`config.mk`:
```
export PLATFORM = sky130hd
export DESIGN_NAME = fmadd_result_rounder
export DESIGN_NICKNAME = d
export VERILOG_FILES = /design/src/rtl/fmadd_result_rounder.sv
export SDC_FILE = /design/constraint.sdc
export NUM_CORES = 1
export LEC_CHECK = 0
export BUFFER_PORTS_ARGS = -buffer_cell sky130_fd_sc_hd__buf_2
export CAP_MARGIN = 20
export CORE_MARGIN = 3
export CORE_UTILIZATION = 35
export DETAILED_ROUTE_END_ITERATION = 6
export SLEW_MARGIN = 25
export SYNTH_ARGS = -nofsm -noshare
export SYNTH_HDL_FRONTEND = slang
export SYNTH_SLANG_ARGS = --single-unit
```
`constraint.sdc`:
```
create_clock -name clk -period 6 [get_ports clk]
set_input_delay 0.6 -clock clk [delete_from_list [all_inputs] [get_ports clk]]
set_output_delay 0.6 -clock clk [all_outputs]
set_load 0.05 [all_outputs]
```
`src/rtl/fmadd_result_rounder.sv`:
```
// Narrows the wide FMADD result to the 33-bit unpacked operand: normalise, round (RISC-V rm), flag.
// Latency k+2 cycles for k shifts (zero: 1); one item in flight; in_ready only in IDLE, DONE holds until out_ready.
module fmadd_result_rounder #(
  parameter int std = 31,
  parameter int man = 22,
  parameter int exp = 7
) (
  input  logic                       clk,
  input  logic                       rst,
  input  logic                       in_valid,
  output logic                       in_ready,
  input  logic [2+exp+2*(man+2):0]   in_data,
  input  logic [2:0]                 in_rm,
  output logic                       out_valid,
  input  logic                       out_ready,
  output logic [std+1:0]             out_data,
  output logic [2:0]                 out_flags
);

  localparam int EW = exp + 2;
  localparam int SW = 2 * (man + 2);
  localparam int KW = man + 2;
  localparam int DW = 3 + exp + 2 * (man + 2);
  localparam logic [EW:0] EMAX = {2'b00, {(exp + 1){1'b1}}};

  typedef enum logic [1:0] {S_IDLE, S_NORM, S_ROUND, S_DONE} state_t;

  state_t            r_state;
  state_t            w_next;
  logic              r_sign;
  logic [EW-1:0]     r_exp;
  logic [SW-1:0]     r_sig;
  logic [2:0]        r_rm;
  logic              r_zero;
  logic [std+1:0]    r_out_data;
  logic [2:0]        r_out_flags;

  logic              w_in_sign;
  logic [EW-1:0]     w_in_exp;
  logic [SW-1:0]     w_in_sig;
  logic              w_accept;
  logic              w_shift;

  assign w_in_sign = in_data[DW-1];
  assign w_in_exp  = in_data[SW+EW-1:SW];
  assign w_in_sig  = in_data[SW-1:0];
  assign w_accept  = (r_state == S_IDLE) && in_valid;
  assign w_shift   = !r_sig[SW-1] && (r_exp > EW'(1));

  always_ff @(posedge clk) begin
    if (rst) r_state <= S_IDLE;
    else     r_state <= w_next;
  end

  // Zero inputs skip NORM but still pass through ROUND, giving them a one-cycle latency.
  always_comb begin
    w_next    = r_state;
    in_ready  = 1'b0;
    out_valid = 1'b0;
    case (r_state)
      S_IDLE: begin
        in_ready = 1'b1;
        if (in_valid) w_next = (w_in_sig == '0) ? S_ROUND : S_NORM;
      end
      S_NORM:  if (!w_shift) w_next = S_ROUND;
      S_ROUND: w_next = S_DONE;
      S_DONE: begin
        out_valid = 1'b1;
        if (out_ready) w_next = S_IDLE;
      end
      default: w_next = S_IDLE;
    endcase
  end

  logic [KW-1:0]  w_k;
  logic           w_g;
  logic           w_t;
  logic           w_tiny;
  logic           w_inc;
  logic [KW:0]    w_sum;
  logic           w_carry;
  logic [KW-1:0]  w_kr;
  logic [EW:0]    w_efin;
  logic           w_ovf;
  logic [exp:0]   w_efield;
  logic           w_inf_sel;
  logic [std+1:0] w_res;
  logic [2:0]     w_flags;

  assign w_k    = r_sig[SW-1 -: KW];
  assign w_g    = r_sig[SW-KW-1];
  assign w_t    = |r_sig[SW-KW-2:0];
  assign w_tiny = !r_sig[SW-1];

  always_comb begin
    w_inc     = w_g & (w_t | w_k[0]);
    w_inf_sel = 1'b1;
    case (r_rm)
      3'b001: begin w_inc = 1'b0;                      w_inf_sel = 1'b0;     end
      3'b010: begin w_inc = r_sign & (w_g | w_t);      w_inf_sel = r_sign;   end
      3'b011: begin w_inc = !r_sign & (w_g | w_t);     w_inf_sel = !r_sign;  end
      3'b100: begin w_inc = w_g;                       w_inf_sel = 1'b1;     end
      default: begin w_inc = w_g & (w_t | w_k[0]);     w_inf_sel = 1'b1;     end
    endcase
  end

  assign w_sum   = {1'b0, w_k} + {{KW{1'b0}}, w_inc};
  assign w_carry = w_sum[KW];
  assign w_kr    = w_carry ? {1'b1, {(KW-1){1'b0}}} : w_sum[KW-1:0];
  assign w_efin  = {1'b0, r_exp} + {{EW{1'b0}}, w_carry};
  assign w_ovf   = (w_efin >= EMAX);
  // A subnormal that rounds up into the hidden bit becomes the smallest normal.
  assign w_efield = w_tiny ? {{exp{1'b0}}, w_kr[KW-1]} : w_efin[exp:0];

  always_comb begin
    w_res   = {r_sign, w_efield, w_kr};
    w_flags = {w_g | w_t | w_ovf, w_tiny & (w_g | w_t), w_ovf};
    if (r_zero) begin
      w_res   = {r_sign, {(std+1){1'b0}}};
      w_flags = 3'b000;
    end else if (w_ovf) begin
      if (w_inf_sel) w_res = {r_sign, {(exp+1){1'b1}}, {KW{1'b0}}};
      else           w_res = {r_sign, {exp{1'b1}}, 1'b0, {KW{1'b1}}};
    end
  end

  always_ff @(posedge clk) begin
    if (rst) begin
      r_sign      <= 1'b0;
      r_exp       <= '0;
      r_sig       <= '0;
      r_rm        <= '0;
      r_zero      <= 1'b0;
      r_out_data  <= '0;
      r_out_flags <= '0;
    end else begin
      if (w_accept) begin
        r_sign <= w_in_sign;
        r_exp  <= (w_in_exp == '0) ? EW'(1) : w_in_exp;
        r_sig  <= w_in_sig;
        r_rm   <= in_rm;
        r_zero <= (w_in_sig == '0);
      end
      if (r_state == S_NORM && w_shift) begin
        r_sig <= {r_sig[SW-2:0], 1'b0};
        r_exp <= r_exp - EW'(1);
      end
      if (r_state == S_ROUND) begin
        r_out_data  <= w_res;
        r_out_flags <= w_flags;
      end
    end
  end

  assign out_data  = r_out_data;
  assign out_flags = r_out_flags;

endmodule

```
After elaboration in Yosys (flattened, before gate mapping)
Index checks and enable logic that the tools add are counted.
- add/sub/neg operators: 3
- magnitude comparators: 2
- equality and inequality tests: 10
- muxes and demuxes: 20
- bitwise logic cells: 7
- reduce and logical (&&, ||, !) cells: 12
- operators by type and width (operator ; number):
    2-to-1 mux 48 bit ; 2
    2-to-1 mux 32 bit ; 2
    logical NOT 48 bit ; 1
    2-to-1 mux 9 bit ; 3
    adder 24 x 1 -> 25 bit ; 1
    2-to-1 mux 25 bit ; 1
    2-to-1 mux 24 bit ; 1
    OR reduction 23 bit ; 1
    adder 9 x 1 -> 10 bit ; 1
    >= comparator 10 x 8 -> 1 bit, second input constant ; 1
    > comparator 9 x 1 -> 1 bit, second input constant ; 1
    logical NOT 9 bit ; 1
    subtractor 9 x 1 -> 9 bit, second input constant ; 1
    2-to-1 mux 2 bit ; 4
    2-to-1 mux 8 bit ; 1
    case mux 2 bit (4 select lines) ; 1
    equality test 3 x 2 -> 1 bit, second input constant ; 2
    != test 2 bit, second input constant ; 3
    AND 1 bit ; 4
    equality test 2 bit, second input constant ; 2
    case mux 1 bit (4 select lines) ; 1
    equality test 3 x 1 -> 1 bit, second input constant ; 1
    equality test 3 bit, second input constant ; 1
    logical AND 1 bit ; 3
    10 further kinds ; 14
- flip-flop bits (word level): 100
- input port bits: 65
- output and inout port bits: 38

Longest topological paths before layout
Gate-level depths: netlist (run 1).
- word-level depth: 9
- depth in mapped cells: 22

Worst setup path before layout (run 1)
Ideal clock, no wire load.
- path kind: register to register
- start: register r_sig[12]
- end: register r_out_data[11] (netlist: out_data[11])
- setup time: 0.139 ns
- arrival: 4.114 ns
- data required time: 5.861 ns
- slack: 1.746 ns
- stages on the path, launching flop included: 22
- clock period less this slack: 4.254 ns
- cell sequence: dfxtp_1 > nor3_1 > and4_1 > nand4b_1 > maj3_1 > a21oi_1 > nor2_1 > ha_1 > ha_1 > nand3_1 > nor2_1 > nand4_1 > or3_1 > inv_1 > ha_1 > nand2_2 > or4_4 > a2111oi_2 > a21oi_2 > o21ai_4 > buf_6 > a221oi_1
- longest elaborated chain between the ends: 9
- elaborated cells between the ends (all ways): 13
- ends and longest elaborated chain (item ; line ; source):
    start: declaration ; 32 ; logic [SW-1:0] r_sig;
    start signal: assignment ; 140 ; r_sig <= w_in_sig;
    start signal: assignment ; 145 ; r_sig <= {r_sig[SW-2:0], 1'b0};
    OR reduction 23 bit * ; 92 ; assign w_t = |r_sig[SW-KW-2:0];
    OR 1 bit, on equally long branches ; 103, 100, 101 ;
    AND 1 bit, on equally long branches ; 103, 100, 101 ;
    case mux 1 bit (4 select lines) * ; 98 ; case (r_rm)
    adder 24 x 1 -> 25 bit * ; 107 ; assign w_sum = {1'b0, w_k} + {{KW{1'b0}}, w_inc};
    adder 9 x 1 -> 10 bit ; 110 ; assign w_efin = {1'b0, r_exp} + {{EW{1'b0}}, w_carry};
    >= comparator 10 x 8 -> 1 bit ; 111 ; assign w_ovf = (w_efin >= EMAX);
    2-to-1 mux 32 bit * ; 121 ; end else if (w_ovf) begin
    2-to-1 mux 32 bit * ; 118 ; if (r_zero) begin
    end signal: assignment ; 149 ; r_out_data <= w_res;
    end: declaration ; 35 ; logic [std+1:0] r_out_data;
Every way passes the cells marked *; elsewhere a longest branch is shown, timed or not.
A chain may end at the register's enable or synchronous reset.

Worst setup path after layout (run 1)
- start: register r_sig[11]
- end: register r_out_data[8] (netlist: out_data[8])
Same word-level chain as after synthesis.

==> out/results.tsv, run 1 <==
metric	value	unit
outcome	finished clean	
cells resized by post-CTS repair	0	
fin nets	814	
area delta synth->final	17.5	%
drc violations	0	
Setup Buffers After CTS	0	
Post-synth top flop	dfxtp_1	
number of port buffers	102	
Clock Latency Late Sink	0.34	ns
register area	0.00200	mm^2
Root Buffer	clkbuf_16	
multi-input logic area	0.00298	mm^2
slew margin rel.	35.5	%
1st-iter DRT viols	335	
Cell variety after synth	56	
Final Skew	0.0126	ns
largest family of logic cells by synthesized area	simple AND/OR/NAND/NOR gates	
Fill cells	1474	
DR vias/cell	5.59	
Initial Utilization	35.8	%
Core ar.	0.0146	mm^2
Critical Path RT	6.19	ns
GRT Overall Usage	18.2	%
clk buf depth	2	
final wirelength	15.2	mm
first-pass GRT wire length	24.5	mm
DP Area	0.00581	mm^2
critical path arrival	5.19	ns
Setup violations, final	0	
kind of critical path	reg -> reg	
Synth Area in Simple Gates	26.4	%
Yosys reg bits	100	
setup slack, reg-to-reg	1.01	ns
Die X	128	um
period utilization	83.2	%
cell area after synthesis	0.00523	mm^2
Switch Pwr	1420	uW
ANT cells	0	
share of layout cells above drive strength 1	18.7	%
pre-CTS WS	1.09	ns
commonest non-fill, non-tap cell in the layout	nand2_1	
Min-Delay Path Class	reg -> reg	
routability cong.	0.861	
grt ovf	0	
Synth Area per Inst	7.84	um^2
worst slew pin tran	0.967	ns
Power Total	3160	uW
worst r2r dst	out_data[8]$_SDFFE_PP0P_	
wire per inst	16.4	um
Worst R2R Path Depth	20	
Synth Area in Compound Gates	22.1	%
clock sink count	100	
# hold bufs at CTS	0	
die area	0.0164	mm^2
number of flops mapped to enable cells by yosys	0	
Worst setup EP type	flip-flop	
Synth async-reset ratio	0	%
iteration count of the initial detailed-routing pass	5	
P_int	1740	uW
RSZ-0062 raised after global routing	false	
Detail Placement HPWL	11.1	mm
startpoint types	flip-flop	
clk slew on worst S/H paths	0.07	ns
Logic pwr share	43.1	%
Max VDD drop	0.185	mV
mux cell area share after synthesis	0.790	%
post-synth net total	742	
reg2reg start	r_sig[11]$_SDFFE_PP0P_	
design area	0.00614	mm^2
sequential fraction of the synthesis area	38.3	%
final slew viol count	0	
Worst Hold End	out_data[27]$_SDFFE_PP0P_	
min cycle time layout	4.99	ns
largest net degree at the start of global routing	61	
row count	44	
sequential share of power	37.3	%
adder-cell area share of the yosys netlist	2.59	%
final hold vios	0	
I/O pin count	103	
Fmax achieved	0.200	GHz
Clock Power Share	19.7	%
hold path cells	2	
htree depth	3	
Max-Cap Viols	0	
Hold Crit Start	out_data[27]$_SDFFE_PP0P_	
antenna violations before repair	0	
via count	5182	
die height	128	um
Setup Total Neg Slack	0	ns
Ys Warns	0	
pwr/cell area	514	mW/mm^2
cells after synthesis	667	
Post-Synth XOR/XNOR Area	4.86	%
Num CTS Buffers	9	
Core Util, Final	42.1	%
worst-path maximum fanout	18	
Leak Pwr	0.00239	uW
antenna-violating nets left	0	
switching part of the total	44.8	%
CTS tree	built	
setup ws final	1.01	ns
vias in the first global route	4857	
most frequent cells in the layout	nand2_1, buf_2, dfxtp_1	
-- layout make-up --
cell class / count / share of cell area [%]
Timing Repair Buffer: 107 / 9.13
Tap cell: 184 / 3.75
Multi-Input combinational cell: 505 / 48.5
Sequential cell: 100 / 32.6
Inverter: 16 / 0.978
Clock buffer: 9 / 3.67
Clock inverter: 6 / 1.43
-- registers in the layout (all words and copies together), names as in the netlist --
signal / count
r_rm: 3
r_sig: 48
r_state: 2
r_sign: 1
out_flags: 3
r_exp: 9
out_data: 33
r_zero: 1
-- synthesized netlist by cell type, drive strengths merged, types with 2 or more instances --
| cell type | n | share of area (%) |
|---|---|---|
| buf | 10 | 1.2 |
| a222oi | 2 | 0.38 |
| nor3 | 6 | 0.57 |
| a221oi | 12 | 2.0 |
| ha | 10 | 2.4 |
| o211ai | 7 | 1.0 |
| dfxtp | 100 | 38 |
| a211oi | 4 | 0.57 |
| nand2b | 3 | 0.36 |
| nand4 | 11 | 1.3 |
| nor2 | 75 | 5.4 |
| a31o | 7 | 1.2 |
| nand2 | 153 | 11 |
| a21oi | 30 | 2.9 |
| nor4 | 25 | 3.1 |
| a21boi | 9 | 1.3 |
| nand3 | 16 | 1.5 |
| mux2i | 3 | 0.57 |
| xor2 | 14 | 2.3 |
| o31ai | 4 | 0.57 |
| inv | 16 | 1.1 |
| a22oi | 7 | 1.0 |
| or4 | 3 | 0.50 |
| and2 | 5 | 0.60 |
| and4 | 4 | 0.67 |
| nor2b | 2 | 0.24 |
| o21ai | 9 | 1.1 |
| a311oi | 48 | 8.0 |
| and3 | 2 | 0.24 |
| clkbuf | 36 | 2.6 |
| a32oi | 2 | 0.34 |
| xnor2 | 15 | 2.5 |
| nor3b | 3 | 0.43 |
-- cell families (layout without fill, tap and decap cells) --
kind of cell / count (synthesis) / after routing
AOI/OAI and AO/OA: 150 / 150
xor gates and xnor gates: 29 / 29
DFF: 100 / 100
buffers and inverters: 62 / 138
and+or+nand+nor: 311 / 311
muxes: 4 / 4
adders and majority gates: 11 / 11
-- how the worst max path moves through the flow --
stage | start | to | slack, ns
floorplan | r_sig[12]$_SDFFE_PP0P_ | out_data[11]$_SDFFE_PP0P_ | 1.75
global placement | r_sig[0]$_SDFFE_PP0P_ | out_data[11]$_SDFFE_PP0P_ | 1.26
detailed placement | r_sig[0]$_SDFFE_PP0P_ | out_data[8]$_SDFFE_PP0P_ | 1.09
CTS | r_sig[0]$_SDFFE_PP0P_ | out_data[8]$_SDFFE_PP0P_ | 1.04
global route | r_sig[0]$_SDFFE_PP0P_ | out_data[8]$_SDFFE_PP0P_ | 0.59
finish | r_sig[11]$_SDFFE_PP0P_ | out_data[8]$_SDFFE_PP0P_ | 1.01
-- routing by layer --
layer | track usage [%] | wire [um]
met5 | 0 | 0
met4 | 5.93 | 291
met3 | 3.21 | 832
met2 | 29.5 | 7130
met1 | 24.6 | 6900
-- worst max-delay path: stages (launching register included) --
cell and delay, ns:
dfxtp_1 0.36, nor4_1 0.07, and4_1 0.20, nand4b_1 0.09, maj3_1 0.17, a21oi_1 0.07, nor2_1 0.10, ha_1 0.22
ha_1 0.20, nand3_1 0.18, nor2_1 0.27, nand4_1 0.12, or3_1 0.49, inv_1 0.10, ha_1 0.22, nand2_2 0.11
or4_4 0.52, a2111oi_2 0.51, a21oi_2 0.19, o21ai_4 0.47, a221oi_1 0.18
-- stage by stage --
step	hold WS, ns	std cells
global placement	0.438	911
finish	0.444	927
detailed placement	0.440	911
CTS	0.450	926
floorplan	0.444	667
global route	0.467	927
-- power by group through the flow --
| stage | combinational (uW) | sequential (uW) | clock [uW] |
|---|---|---|---|
| 3_3_place_gp | 1320 | 1170 | 0 |
| 6_report | 1360 | 1180 | 621 |
| 5_1_grt | 1520 | 1210 | 661 |
| 2_1_floorplan | 988 | 1190 | 0 |
| 4_1_cts | 1350 | 1170 | 632 |
| 3_5_place_dp | 1340 | 1190 | 0 |
Note: power is estimated with default switching activity, not from simulation.
==> run 2, diff against run 1 <==
clock period = 4.92 ns   (was 6 ns; I/O delays follow)
==> out/results.tsv, run 2 (same netlist as run 1, synthesis figures left out) <==
metric	value	unit	change
outcome	finished clean		unchanged
Largest stage delay, worst path	0.44	ns	was 0.52 ns
area delta synth->final	17.7	%	was 17.5%
Min-Delay Path Class	in -> reg		was reg -> reg
fin nets	817		was 814
Final Skew	0.00823	ns	was 0.0126 ns
final hold vios	0		unchanged
Fill cells	1470		was 1474
DR vias/cell	5.56		was 5.59
Fmax achieved	0.222	GHz	was 0.200 GHz
multi-input logic area	0.00300	mm^2	was 0.00298 mm^2
Reg with most FFs	r_sig		unchanged
final slew viol count	0		unchanged
antenna violations before repair	0		unchanged
grt ovf	0		unchanged
Initial Utilization	35.8	%	unchanged
clock sink count	100		unchanged
pwr/cell area	614	mW/mm^2	was 514 mW/mm^2
I/O pin count	103		unchanged
register area	0.00200	mm^2	unchanged
row count	44		unchanged
sequential share of power	38.1	%	was 37.3%
iteration count of the initial detailed-routing pass	4		was 5
tightest hold margin	0.399	ns	was 0.444 ns
Clock Latency Late Sink	0.34	ns	about the same
final wirelength	15.2	mm	about the same
antenna-violating nets left	0		unchanged
Num CTS Buffers	9		unchanged
Core ar.	0.0146	mm^2	unchanged
ANT cells	0		unchanged
clk buf depth	2		unchanged
GRT Overall Usage	18.4	%	was 18.2%
period utilization	91.4	%	was 83.2%
Worst setup EP type	flip-flop		unchanged
critical path arrival	4.74	ns	was 5.19 ns
Detail Placement HPWL	11.2	mm	was 11.1 mm
switching part of the total	45.8	%	was 44.8%
Critical Path Most Common Cell	ha_1		unchanged
startpoint types	flip-flop		unchanged
die height	128	um	unchanged
Max-Cap Viols	0		unchanged
CTS tree	built		unchanged
CP max stage cell	or3_4		was or4_4
most frequent cells in the layout	nand2_1, buf_2, dfxtp_1		unchanged
largest net degree at the start of global routing	58		was 61
htree depth	3		unchanged
Setup Total Neg Slack	0	ns	unchanged
routability cong.	0.855		was 0.861
Max VDD drop	0.209	mV	was 0.185 mV
min cycle time layout	4.50	ns	was 4.99 ns
Logic pwr share	44.3	%	was 43.1%
number of port buffers	102		unchanged
1st-iter DRT viols	413		was 335
Root Buffer	clkbuf_16		unchanged
crit path cell chain	nor4_1 > and4_1 > nand4b_1 > maj3_1 > a21oi_1 > nor2_1 > ha_1 > ha_1 > nand3_1 > nor2_2 > nand4_1 > or3_4 > inv_1 > ha_1 > ha_1 > nand4_1 > nor2_1 > mux2_2 > a21oi_4 > o21ai_4 > buf_12 > a221oi_1		was nor4_1 > and4_1 > nand4b_1 > maj3_1 > a21oi_1 > nor2_1 > ha_1 > ha_1 > nand3_1 > nor2_1 > nand4_1 > or3_1 > inv_1 > ha_1 > nand2_2 > or4_4 > a2111oi_2 > a21oi_2 > o21ai_4 > a221oi_1
share of layout cells above drive strength 1	19.3	%	was 18.7%
die area	0.0164	mm^2	unchanged
worst-path maximum fanout	17		was 18
setup slack, reg-to-reg	0.42	ns	was 1.01 ns
slew margin rel.	32.9	%	was 35.5%
Die X	128	um	unchanged
Setup violations, final	0		unchanged
clk slew on worst S/H paths	0.07	ns	about the same
Clock Power Share	17.6	%	was 19.7%
max reg flops	48		unchanged
RSZ-0062 raised after global routing	false		unchanged
wire per inst	16.3	um	was 16.4 um
P_int	2050	uW	was 1740 uW
drc violations	0		unchanged
# hold bufs at CTS	0		unchanged
vias in the first global route	4902		was 4857
via count	5178		was 5182
Critical Path RT	5.16	ns	was 6.19 ns
commonest non-fill, non-tap cell in the layout	nand2_1		unchanged
Leak Pwr	0.00238	uW	was 0.00239 uW
worst slew pin tran	0.998	ns	was 0.967 ns
kind of critical path	reg -> reg		unchanged
first-pass GRT wire length	24.8	mm	was 24.5 mm
Switch Pwr	1730	uW	was 1420 uW
-- run 2: repair_timing --
action                     CTS  global route
setup buffers                0             2
resized for setup            0             5
setup endpoints to repair    0            25
-- run 2: metal layers --
metal	part of all wire (%)	global-route usage (%)	vias up
met5	0	0	-
met4	1.4	4.81	0
met3	5.2	3.13	19
met2	48	30.5	149
met1	46	24.8	2440
li1	-	-	2570
-- run 2: worst max-delay path, delay by kind of cell (launching register included) --
family / cells / cell delay (ns)
AND/OR/NAND/NOR: 10 / 1.72
AO/OA/AOI/OAI: 4 / 0.67
multiplexers: 1 / 0.40
adder cells (fa/ha/maj): 5 / 1.00
flip-flops: 1 / 0.36
buffers and inverters: 2 / 0.24
-- run 2: final timing paths --
| path | from | depth (start not counted) | end |
|---|---|---|---|
| setup / recovery | r_sig[16]$_SDFFE_PP0P_ | 22 | out_data[11]$_SDFFE_PP0P_ |
| hold / removal | in_rm[0] | 3 | r_rm[0]$_SDFFE_PP0P_ |
| setup reg to reg | r_sig[16]$_SDFFE_PP0P_ | 22 | out_data[11]$_SDFFE_PP0P_ |
| hold reg to reg | out_data[27]$_SDFFE_PP0P_ | 2 | out_data[27]$_SDFFE_PP0P_ |
-- run 2: cell type report --
cell class | count | share of cell area [%]
Tap cell | 184 | 3.74
Inverter | 16 | 0.976
Clock inverter | 4 | 0.407
Sequential cell | 100 | 32.5
Timing Repair Buffer | 110 | 9.48
Multi-Input combinational cell | 505 | 48.8
Clock buffer | 12 | 4.01
-- run 2: power groups by stage --
stage	Sequential (uW)	Combinational, uW	Clock (uW)
2_1_floorplan	1460	1200	0
3_3_place_gp	1430	1600	0
3_5_place_dp	1450	1630	0
4_1_cts	1430	1640	680
5_1_grt	1480	1870	715
6_report	1440	1670	666
-- run 2: metrics by stage --
stage / util, % / setup slack [ns] / total power [uW] / cell area, um^2 / cells
final: 42.2 / 0.421 / 3770 / 6150 / 931
after floorplan: - / 0.666 / 2660 / 5230 / 667
after CTS: 41.7 / 0.123 / 3750 / 6090 / 929
after global routing: 42.2 / 0.0263 / 4060 / 6150 / 931
after detailed placement: 39.9 / 0.126 / 3080 / 5820 / 913
after global placement: 39.9 / 0.305 / 3030 / 5820 / 913
